### src/rtl/calc_operand_sequencer_pkg.sv
// rtl/calc_operand_sequencer_pkg.sv - shared types and widths for the calculator input stage
package calc_pkg;

  localparam int DATA_W = 4;

  // Calculator opcodes, entered on sw[1:0]
  typedef enum logic [1:0] {
    OP_ADD = 2'b00,
    OP_SUB = 2'b01,
    OP_OR  = 2'b10,
    OP_EQ  = 2'b11
  } op_e;

  // Entry sequencer states; the encoding is exported on the phase LEDs
  typedef enum logic [1:0] {
    S_ENTER_A  = 2'd0,
    S_ENTER_B  = 2'd1,
    S_ENTER_OP = 2'd2,
    S_ISSUE    = 2'd3
  } phase_e;

endpackage

### src/rtl/calc_operand_sequencer_if.sv
// rtl/calc_operand_sequencer_if.sv - switch/button inputs and issued operand bundle
interface calc_operand_sequencer_if;
  import calc_pkg::*;

  logic [DATA_W-1:0] sw;
  logic              btn_enter_raw;
  logic              btn_clear_raw;
  logic [DATA_W-1:0] a;
  logic [DATA_W-1:0] b;
  op_e               op;
  logic              issue;
  logic [1:0]        phase;

  // The sequencer consumes switches/buttons and produces the bundle
  modport slave (
    input  sw, btn_enter_raw, btn_clear_raw,
    output a, b, op, issue, phase
  );

  // The board / environment side drives switches and buttons
  modport master (
    output sw, btn_enter_raw, btn_clear_raw,
    input  a, b, op, issue, phase
  );

endinterface

### src/rtl/calc_debouncer.sv
// rtl/calc_debouncer.sv - 2-flop synchronizer, counter debouncer and rising-edge press pulse
module calc_debouncer #(
  parameter int  DEBOUNCE_CYCLES = 16,
  localparam int CNT_W           = $clog2(DEBOUNCE_CYCLES + 1)
) (
  input  logic clk,
  input  logic rst_n,
  input  logic raw_i,
  output logic press_o
);

  localparam logic [CNT_W-1:0] CNT_LAST = CNT_W'(DEBOUNCE_CYCLES - 1);

  logic [1:0]       sync_q;
  logic             deb_q, deb_d;
  logic             deb_prev_q;
  logic [CNT_W-1:0] cnt_q, cnt_d;
  logic             s;

  assign s = sync_q[1];

  // Accept a new level only after it has differed from deb for DEBOUNCE_CYCLES cycles
  always_comb begin
    deb_d = deb_q;
    cnt_d = '0;
    if (s != deb_q) begin
      if (cnt_q == CNT_LAST) begin
        deb_d = s;
        cnt_d = '0;
      end else begin
        cnt_d = cnt_q + 1'b1;
      end
    end
  end

  // Synchronizer, debounced level, its one-cycle delay and the stability counter
  always_ff @(posedge clk or negedge rst_n) begin
    if (!rst_n) begin
      sync_q     <= '0;
      deb_q      <= 1'b0;
      deb_prev_q <= 1'b0;
      cnt_q      <= '0;
    end else begin
      sync_q     <= {sync_q[0], raw_i};
      deb_q      <= deb_d;
      deb_prev_q <= deb_q;
      cnt_q      <= cnt_d;
    end
  end

  // One pulse per accepted rising level; releases produce nothing
  assign press_o = deb_q & ~deb_prev_q;

endmodule

### src/rtl/calc_operand_sequencer.sv
// rtl/calc_operand_sequencer.sv - collects A, B and opcode from shared switches and issues a bundle
module calc_operand_sequencer
  import calc_pkg::*;
#(
  parameter int DEBOUNCE_CYCLES = 16
) (
  input logic                      clk,
  input logic                      rst_n,
  calc_operand_sequencer_if.slave  bus
);

  logic enter_press, clear_press;

  calc_debouncer #(.DEBOUNCE_CYCLES(DEBOUNCE_CYCLES)) u_deb_enter (
    .clk     (clk),
    .rst_n   (rst_n),
    .raw_i   (bus.btn_enter_raw),
    .press_o (enter_press)
  );

  calc_debouncer #(.DEBOUNCE_CYCLES(DEBOUNCE_CYCLES)) u_deb_clear (
    .clk     (clk),
    .rst_n   (rst_n),
    .raw_i   (bus.btn_clear_raw),
    .press_o (clear_press)
  );

  phase_e            state_q, state_d;
  logic              clr_pend_q, clr_pend_d;
  logic [DATA_W-1:0] a_stg_q, b_stg_q;
  op_e               op_stg_q;
  logic [DATA_W-1:0] a_q, b_q;
  op_e               op_q;
  logic              issue_q;

  logic clear_evt;
  logic cap_a, cap_b, cap_op, zero_stg, do_issue;

  // A clear arriving during S_ISSUE is parked and applied on the next cycle
  assign clear_evt = clear_press | clr_pend_q;

  // State register plus the parked-clear flag
  always_ff @(posedge clk or negedge rst_n) begin
    if (!rst_n) begin
      state_q    <= S_ENTER_A;
      clr_pend_q <= 1'b0;
    end else begin
      state_q    <= state_d;
      clr_pend_q <= clr_pend_d;
    end
  end

  // Next state: clear beats enter; S_ISSUE always returns to S_ENTER_A
  always_comb begin
    state_d = state_q;
    case (state_q)
      S_ISSUE:    state_d = S_ENTER_A;
      S_ENTER_A:  if (clear_evt) state_d = S_ENTER_A;
                  else if (enter_press) state_d = S_ENTER_B;
      S_ENTER_B:  if (clear_evt) state_d = S_ENTER_A;
                  else if (enter_press) state_d = S_ENTER_OP;
      S_ENTER_OP: if (clear_evt) state_d = S_ENTER_A;
                  else if (enter_press) state_d = S_ISSUE;
      default:    state_d = S_ENTER_A;
    endcase
  end

  // Per-state datapath controls
  always_comb begin
    cap_a      = 1'b0;
    cap_b      = 1'b0;
    cap_op     = 1'b0;
    zero_stg   = 1'b0;
    do_issue   = 1'b0;
    clr_pend_d = 1'b0;
    if (state_q == S_ISSUE) begin
      do_issue   = 1'b1;
      clr_pend_d = clear_press;
    end else if (clear_evt) begin
      zero_stg = 1'b1;
    end else if (enter_press) begin
      cap_a  = (state_q == S_ENTER_A);
      cap_b  = (state_q == S_ENTER_B);
      cap_op = (state_q == S_ENTER_OP);
    end
  end

  // Staging registers fill one field per ENTER and are wiped by CLEAR
  always_ff @(posedge clk or negedge rst_n) begin
    if (!rst_n) begin
      a_stg_q  <= '0;
      b_stg_q  <= '0;
      op_stg_q <= OP_ADD;
    end else if (zero_stg) begin
      a_stg_q  <= '0;
      b_stg_q  <= '0;
      op_stg_q <= OP_ADD;
    end else begin
      if (cap_a)  a_stg_q  <= bus.sw;
      if (cap_b)  b_stg_q  <= bus.sw;
      if (cap_op) op_stg_q <= op_e'(bus.sw[1:0]);
    end
  end

  // Output bundle only changes together with the issue strobe
  always_ff @(posedge clk or negedge rst_n) begin
    if (!rst_n) begin
      a_q     <= '0;
      b_q     <= '0;
      op_q    <= OP_ADD;
      issue_q <= 1'b0;
    end else begin
      issue_q <= do_issue;
      if (do_issue) begin
        a_q  <= a_stg_q;
        b_q  <= b_stg_q;
        op_q <= op_stg_q;
      end
    end
  end

  assign bus.a     = a_q;
  assign bus.b     = b_q;
  assign bus.op    = op_q;
  assign bus.issue = issue_q;
  assign bus.phase = state_q;

endmodule

### src/flat_wrapper.sv
// flat-port wrapper written by rule: the top's interface ports become plain ports
module calc_operand_sequencer_flat import calc_pkg::*;
#(
  parameter int DEBOUNCE_CYCLES = 16
)
  (clk, rst_n, bus_sw, bus_btn_enter_raw, bus_btn_clear_raw, bus_a, bus_b, bus_op, bus_issue, bus_phase);
  calc_operand_sequencer_if bus_i ();
  input logic clk;
  input logic rst_n;
  input wire logic [$bits(bus_i.sw)-1:0] bus_sw;
  input wire logic [$bits(bus_i.btn_enter_raw)-1:0] bus_btn_enter_raw;
  input wire logic [$bits(bus_i.btn_clear_raw)-1:0] bus_btn_clear_raw;
  output wire logic [$bits(bus_i.a)-1:0] bus_a;
  output wire logic [$bits(bus_i.b)-1:0] bus_b;
  output wire logic [$bits(bus_i.op)-1:0] bus_op;
  output wire logic [$bits(bus_i.issue)-1:0] bus_issue;
  output wire logic [$bits(bus_i.phase)-1:0] bus_phase;
  assign bus_i.sw = bus_sw;
  assign bus_i.btn_enter_raw = bus_btn_enter_raw;
  assign bus_i.btn_clear_raw = bus_btn_clear_raw;
  assign bus_a = bus_i.a;
  assign bus_b = bus_i.b;
  assign bus_op = bus_i.op;
  assign bus_issue = bus_i.issue;
  assign bus_phase = bus_i.phase;
  calc_operand_sequencer #(.DEBOUNCE_CYCLES(DEBOUNCE_CYCLES)) u_core (.clk(clk), .rst_n(rst_n), .bus(bus_i));
endmodule
### config.mk
export PLATFORM = sky130hd
export DESIGN_NAME = calc_operand_sequencer_flat
export DESIGN_NICKNAME = d
export VERILOG_FILES = /design/src/rtl/calc_operand_sequencer_pkg.sv /design/src/rtl/calc_operand_sequencer_if.sv /design/src/rtl/calc_debouncer.sv /design/src/rtl/calc_operand_sequencer.sv /design/src/flat_wrapper.sv
export SDC_FILE = /design/constraint.sdc
export NUM_CORES = 1
export LEC_CHECK = 0
export CORE_ASPECT_RATIO = 1.25
export CORE_MARGIN = 2
export CORE_UTILIZATION = 24
export DETAILED_ROUTE_END_ITERATION = 16
export MAX_ROUTING_LAYER = met4
export PLACE_DENSITY_LB_ADDON = 0.2
export SETUP_SLACK_MARGIN = 0.05
export SYNTH_ARGS = -nofsm -noshare
export SYNTH_HDL_FRONTEND = slang
export SYNTH_SLANG_ARGS = --single-unit
### constraint.sdc
create_clock -name clk -period 1.9 [get_ports clk]
set_input_delay 0.285 -clock clk [delete_from_list [all_inputs] [get_ports clk]]
set_output_delay 0.285 -clock clk [all_outputs]
set_load 0.005 [all_outputs]
==> results of run 1 <==
==> how the worst min path moves through the flow <==
stage,to,cells past startpoint,slack (ns),startpoint
after floorplan,u_core.a_stg_q[0],0,-0.01,rst_n
final,u_core.u_deb_enter.sync_q[1],0,0.36,u_core.u_deb_enter.sync_q[0]
after CTS,u_core.u_deb_clear.sync_q[1],0,0.35,u_core.u_deb_clear.sync_q[0]
after global placement,u_core.bus.b[1],1,0.27,rst_n
after global routing,u_core.u_deb_clear.sync_q[1],0,0.37,u_core.u_deb_clear.sync_q[0]
after detailed placement,u_core.bus.b[3],1,0.27,rst_n
==> through the flow <==
stage          std cells  setup WS [ns]  utilization  area [µm²]  hold slack [ns]
2_1_floorplan        153          0.730            -        1680          -0.0106
3_3_place_gp         262          0.377        0.290        2000            0.273
3_5_place_dp         262          0.359        0.290        2000            0.273
4_1_cts              271          0.164        0.308        2120            0.354
5_1_grt              271          0.120        0.308        2120            0.374
6_report             271          0.182        0.308        2120            0.356
==> power groups by stage <==
stage | combinational (mW) | clock, mW | sequential, mW
6_report | 0.0695 | 0.690 | 0.923
4_1_cts | 0.0730 | 0.724 | 0.923
2_1_floorplan | 0.0257 | 0 | 0.939
5_1_grt | 0.0815 | 0.764 | 0.926
3_5_place_dp | 0.0710 | 0 | 0.941
3_3_place_gp | 0.0711 | 0 | 0.941
==> registers in the layout (all words and copies together) (netlist names), 2 cells and up <==
signal,count
u_core.u_deb_enter.sync_q,2
u_core.u_deb_enter.cnt_q,5
u_core.bus.b,4
u_core.u_deb_clear.cnt_q,5
u_core.op_stg_q,2
u_core.bus.op,2
u_core.u_deb_clear.sync_q,2
u_core.bus.phase,2
u_core.a_stg_q,4
u_core.bus.a,4
u_core.b_stg_q,4
==> final cells by class <==
class                           instances  area, µm²
Fill cell                             750       4770
Tap cell                               90        113
Clock buffer                            5       68.8
Clock inverter                          3       40.0
Multi-Input combinational cell        101        586
Sequential cell                        42       1050
Timing Repair Buffer                   24        240
Inverter                                6       22.5
==> cell families after synthesis <==
| logic type | after synthesis | synth area share |
|---|---|---|
| and+or+nand+nor | 71 | 0.199 |
| DFF | 42 | 0.625 |
| AOI/OAI and AO/OA | 19 | 0.0841 |
| buffers and inverters | 10 | 0.0261 |
| xor gates and xnor gates | 6 | 0.0313 |
| muxes | 3 | 0.0194 |
| adders and majority gates | 2 | 0.0149 |
==> synth_stat cells <==
cell type	count	area share
a211oi_2	1	0.0074
a21oi_1	2	0.0060
a22o_1	5	0.026
a32o_1	1	0.0060
and2_1	2	0.0074
and2b_2	1	0.0052
and2b_4	1	0.0060
and3_1	2	0.0074
buf_2	2	0.0060
buf_4	1	0.0045
clkbuf_1	1	0.0022
dfrtp_1	42	0.63
ha_1	2	0.015
inv_1	6	0.013
mux2_2	2	0.013
mux2i_1	1	0.0060
nand2_1	38	0.085
nand2b_1	2	0.0074
nand2b_2	1	0.0052
nand3_1	8	0.024
nor2_1	14	0.031
nor4_2	1	0.0074
nor4_4	1	0.013
o21ai_0	6	0.018
o21ai_2	1	0.0052
o31a_1	1	0.0052
o41ai_1	2	0.010
xor2_1	6	0.031
==> metal layers <==
layer,vias up,track usage,share of wire
li1,562,-,-
met1,523,0.118,0.47
met2,25,0.144,0.47
met3,6,0.0288,0.046
met4,0,0.0318,0.018
met5,-,-,0
==> repair_timing <==
action	CTS	global route
hold buffers	1	0
hold endpoints to repair	19	0
setup buffers	0	0
==> results.json, run 1 <==
{
  "outcome": "finished clean",
  "port_buffers": 20,
  "synthCells": 153,
  "cts.path.max_buffers": 2,
  "r2r-start": "u_core.bus.phase[1]",
  "setup_tns_ns": 0,
  "critical_path_class": "reg -> out",
  "grt_pass1_vias": 1133,
  "r2r_cells": 4,
  "cts_buffers": 5,
  "first_iter_violations": 59,
  "cp-end-kind": "output pin",
  "die_area_um2": 7690,
  "final_nets": 190,
  "power.switching_fraction": 0.209,
  "start_util": 0.244,
  "grt_overflow": 0,
  "synth-seq-area-share": 0.625,
  "mostFrequentLayoutCells": "dfrtp_1 (42), nand2_1 (38), clkdlybuf4s50_1 (19), nor2_1 (14), nand3_1 (8)",
  "cp_top_family": "buffers and inverters",
  "crit_chain": "clkdlybuf4s50_1",
  "switching_power_uw": 352,
  "setup.worst_path.end": "bus_phase[1]",
  "hold_viol": 0,
  "fmax_ghz": 0.582,
  "tritoncts": "yes",
  "drive_gt1_frac": 0.116,
  "rsz0062_at_grt": "no",
  "ant_nets": 0,
  "synth_area_per_cell_um2": 11.0,
  "finalCriticalPeriod_ns": 1.72,
  "wire_per_inst_um": 11.4,
  "p_clk_frac": 0.410,
  "fp-row-count": 34,
  "skew_ns": 0.00533,
  "routed-via-count": 1116,
  "tightest_slew_ns": 0.468,
  "power_mw": 1.68,
  "insertion_delay_ns": 0.29,
  "synth_nets": 163,
  "diodes": 0,
  "final_common_cell": "dfrtp_1",
  "drt_first_pass_iters": 4,
  "core_um2": 6890,
  "r2r-end": "u_core.b_stg_q[2]",
  "viasPerCell": 4.12,
  "reg2reg_slack_ns": 0.45,
  "synth-seq-cells": 42,
  "grt.total_usage": 0.0941,
  "hp-class": "reg -> reg",
  "cp-start-kind": "flip-flop",
  "slew_viol_final": 0,
  "cap_violations": 0,
  "antenna_found_initial": 0,
  "clock-sinks": 42,
  "crit_start": "u_core.bus.phase[1]",
  "slowest_stage": "clkdlybuf4s50_1",
  "path_buf_inv": 1,
  "root_buffer": "clkbuf_8",
  "grt_pass1_wl_um": 5490,
  "finalSetupViolations": 0,
  "routabilityCongestion": 0.690,
  "power_density_nw_per_um2": 793,
  "cp.arrival_ns": 1.43,
  "die_x_um": 78.8,
  "period_share": 0.904,
  "cts.htree.levels": 2,
  "synth_cell_types": 28,
  "crit_fanout": 10,
  "syn_to_final_growth_pct": 26.2,
  "syn_area_um2": 1680,
  "drt_wl_total_um": 3080,
  "clkTransAtPathRegs_ns": 0.08,
  "dp_hpwl_um": 2210,
  "cpPeakStageDelay_ns": 0.58,
  "p_int_mw": 1.33,
  "drcViolationCount": 0,
  "ys_warn_count": 0,
  "ios": 21,
  "path_depth": 1,
  "die_height_um": 97.6,
  "leakagePower_nw": 1.01,
  "combinationalPowerShare": 0.041,
  "grt_max_degree": 24,
  "maxSlewHeadroom": 0.688,
  "critical_path_required_ns": 1.62,
  "seq_power_share": 0.549,
  "cts_resized": 0,
  "ir_worst_vdd_v": 0.000269
}
No activity file was read; power rests on OpenSTA's default activity.
==> inputs of run 2 (changes only) <==
--- a/config.mk
+++ b/config.mk
@@ -9,6 +9,7 @@
 export CORE_MARGIN = 2
 export CORE_UTILIZATION = 24
 export DETAILED_ROUTE_END_ITERATION = 16
+export HOLD_SLACK_MARGIN = 0.05
 export MAX_ROUTING_LAYER = met4
 export PLACE_DENSITY_LB_ADDON = 0.2
 export SETUP_SLACK_MARGIN = 0.05
==> constraint.sdc (replaced) <==
create_clock -name clk -period 1.5 [get_ports clk]
set_input_delay 0.225 -clock clk [delete_from_list [all_inputs] [get_ports clk]]
set_output_delay 0.225 -clock clk [all_outputs]
set_load 0.005 [all_outputs]
==> run 2 against run 1 <==
Against the previous run: global-route usage is 0.48 points higher; die area stayed put; flip-flop and latch count stayed put; non-clock buffer count is 7 higher; routed wire length is 7.8% higher; sequential power is 27% higher; clock-buffer cell count stayed put; critical path depth is 3 higher; combinational power is 33% higher; largest power group unchanged; highest routed layer unchanged.
==> results.json, run 2 (synthesized netlist as in run 1, its figures left out) <==
{
  "insertion_delay_ns": 0.29,
  "syn_to_final_growth_pct": 28.4,
  "clkTransAtPathRegs_ns": 0.08,
  "drive_gt1_frac": 0.170,
  "grt_pass1_vias": 1170,
  "final_common_cell": "dfrtp_1",
  "finalSetupViolations": 0,
  "placed_area_um2": 2020,
  "diodes": 0,
  "grt_pass1_wl_um": 5720,
  "core_um2": 6890,
  "slew_viol_final": 0,
  "dp_hpwl_um": 2330,
  "finalCriticalPeriod_ns": 1.40,
  "fp-row-count": 34,
  "ir_worst_vdd_v": 0.000403,
  "stdcell_area_um2": 2160,
  "start_util": 0.244,
  "routed-via-count": 1174,
  "antenna_found_initial": 0,
  "drt_first_pass_iters": 4,
  "cts.htree.levels": 2,
  "rsz0062_at_grt": "yes",
  "drcViolationCount": 0,
  "ios": 21,
  "mostFrequentLayoutCells": "dfrtp_1 (40), nand2_1 (37), clkdlybuf4s50_1 (19), nor2_1 (14), buf_4 (9)",
  "ant_nets": 0,
  "die_area_um2": 7690,
  "hp-class": "in -> async",
  "first_iter_violations": 59,
  "cp.arrival_ns": 1.63,
  "critical_path_class": "reg -> reg",
  "setup_tns_ns": 0,
  "largestRegisters": "u_core.u_deb_clear.cnt_q (5), u_core.u_deb_enter.cnt_q (5)",
  "outcome": "finished clean",
  "drt_wl_total_um": 3320,
  "leakagePower_nw": 1.02,
  "tightest_slew_ns": 0.373,
  "fmax_ghz": 0.717,
  "routabilityCongestion": 0.744,
  "dp_worst_setup_slack_ns": 0.101,
  "period_share": 0.930,
  "port_buffers": 20,
  "clock-sinks": 42,
  "crit_fanout": 7,
  "grt_max_degree": 37,
  "grt.total_usage": 0.0989,
  "power_density_nw_per_um2": 904,
  "layout_setup_ws_ns": 0.104,
  "tritoncts": "yes",
  "wire_per_inst_um": 11.9,
  "reg2reg_slack_ns": 0.10,
  "root_buffer": "clkbuf_8",
  "cts_buffers": 5,
  "cp-start-kind": "flip-flop",
  "cp-end-kind": "flip-flop",
  "die_height_um": 97.6,
  "die_x_um": 78.8,
  "final_util": 0.313,
  "cap_violations": 0,
  "hold_viol": 0,
  "maxSlewHeadroom": 0.749,
  "final_nets": 198,
  "grt_overflow": 0,
  "viasPerCell": 4.22,
  "skew_ns": 0.00792,
  "cts.path.max_buffers": 2,
  "critical_path_required_ns": 1.73
}
-- run 2: cell types whose count changed in the layout (fill, tap and decap cells not counted) --
cell        previous run  this run
clkinvlp_4             0         1
dfrtp_1               42        40
dfrtp_2                0         2
bufinv_16              1         0
buf_4                  2         9
nand2_1               38        37
inv_1                  6         5
nand2_2                0         1
clkinvlp_2             0         1
-- run 2: final cells by class --
| cell class | instances | area (µm²) |
|---|---|---|
| Fill cell | 746 | 4730 |
| Sequential cell | 42 | 1050 |
| Multi-Input combinational cell | 101 | 588 |
| Timing Repair Buffer | 31 | 293 |
| Tap cell | 90 | 113 |
| Clock buffer | 5 | 68.8 |
| Inverter | 6 | 26.3 |
| Clock inverter | 2 | 10.0 |
| Timing Repair inverter | 1 | 5.00 |
-- run 2: timing repair --
item	4_1_cts	5_1_grt
hold buffers	1	0
setup buffers	2	2
cloned	0	1
setup endpoints to repair	2	4
gates resized for setup	2	2
endpoints found under the hold margin	42	0
-- run 2: metrics by stage --
| stage | cells | total power [mW] | hold slack, ns |
|---|---|---|---|
| global placement | 265 | 1.28 | 0.0791 |
| CTS | 275 | 2.00 | 0.298 |
| global route | 278 | 2.06 | 0.300 |
| finish | 278 | 1.95 | 0.305 |
| detailed placement | 265 | 1.28 | 0.0785 |
| floorplan | 153 | 1.22 | -0.0706 |
-- run 2: final timing paths --
| path | endpoint | cells after the start | start |
|---|---|---|---|
| min in group clk | u_core.u_deb_enter.sync_q[1] | 0 | u_core.u_deb_enter.sync_q[0] |
| min reg2reg | u_core.u_deb_enter.sync_q[1] | 0 | u_core.u_deb_enter.sync_q[0] |
| min | u_core.bus.b[2] | 2 | rst_n |
| max | u_core.a_stg_q[0] | 4 | u_core.bus.phase[0] |
| max in group asynchronous | u_core.bus.phase[0] | 3 | rst_n |
| max reg2reg | u_core.a_stg_q[0] | 4 | u_core.bus.phase[0] |
-- run 2: layer usage --
| layer | vias to the layer above | GRT usage | routed length [µm] |
|---|---|---|---|
| li1 | 574 | - | - |
| met1 | 571 | 0.120 | 1480 |
| met2 | 23 | 0.154 | 1640 |
| met3 | 6 | 0.0325 | 145 |
| met4 | 0 | 0.0358 | 61 |
| met5 | - | - | 0 |
-- run 2: report_power, final --
part	internal [mW]	total [mW]	leakage, nW	switching, mW
sequential	1.15	1.17	0.548	0.0143
combinational	0.0425	0.0925	0.428	0.0499
clock	0.313	0.688	0.0438	0.375
-- run 2: worst max-delay path: stages, from the launching register on --
cell and delay [ns]:
dfrtp_2 0.42, buf_4 0.16, buf_4 0.16, nor4_2 0.40
a22o_1 0.20
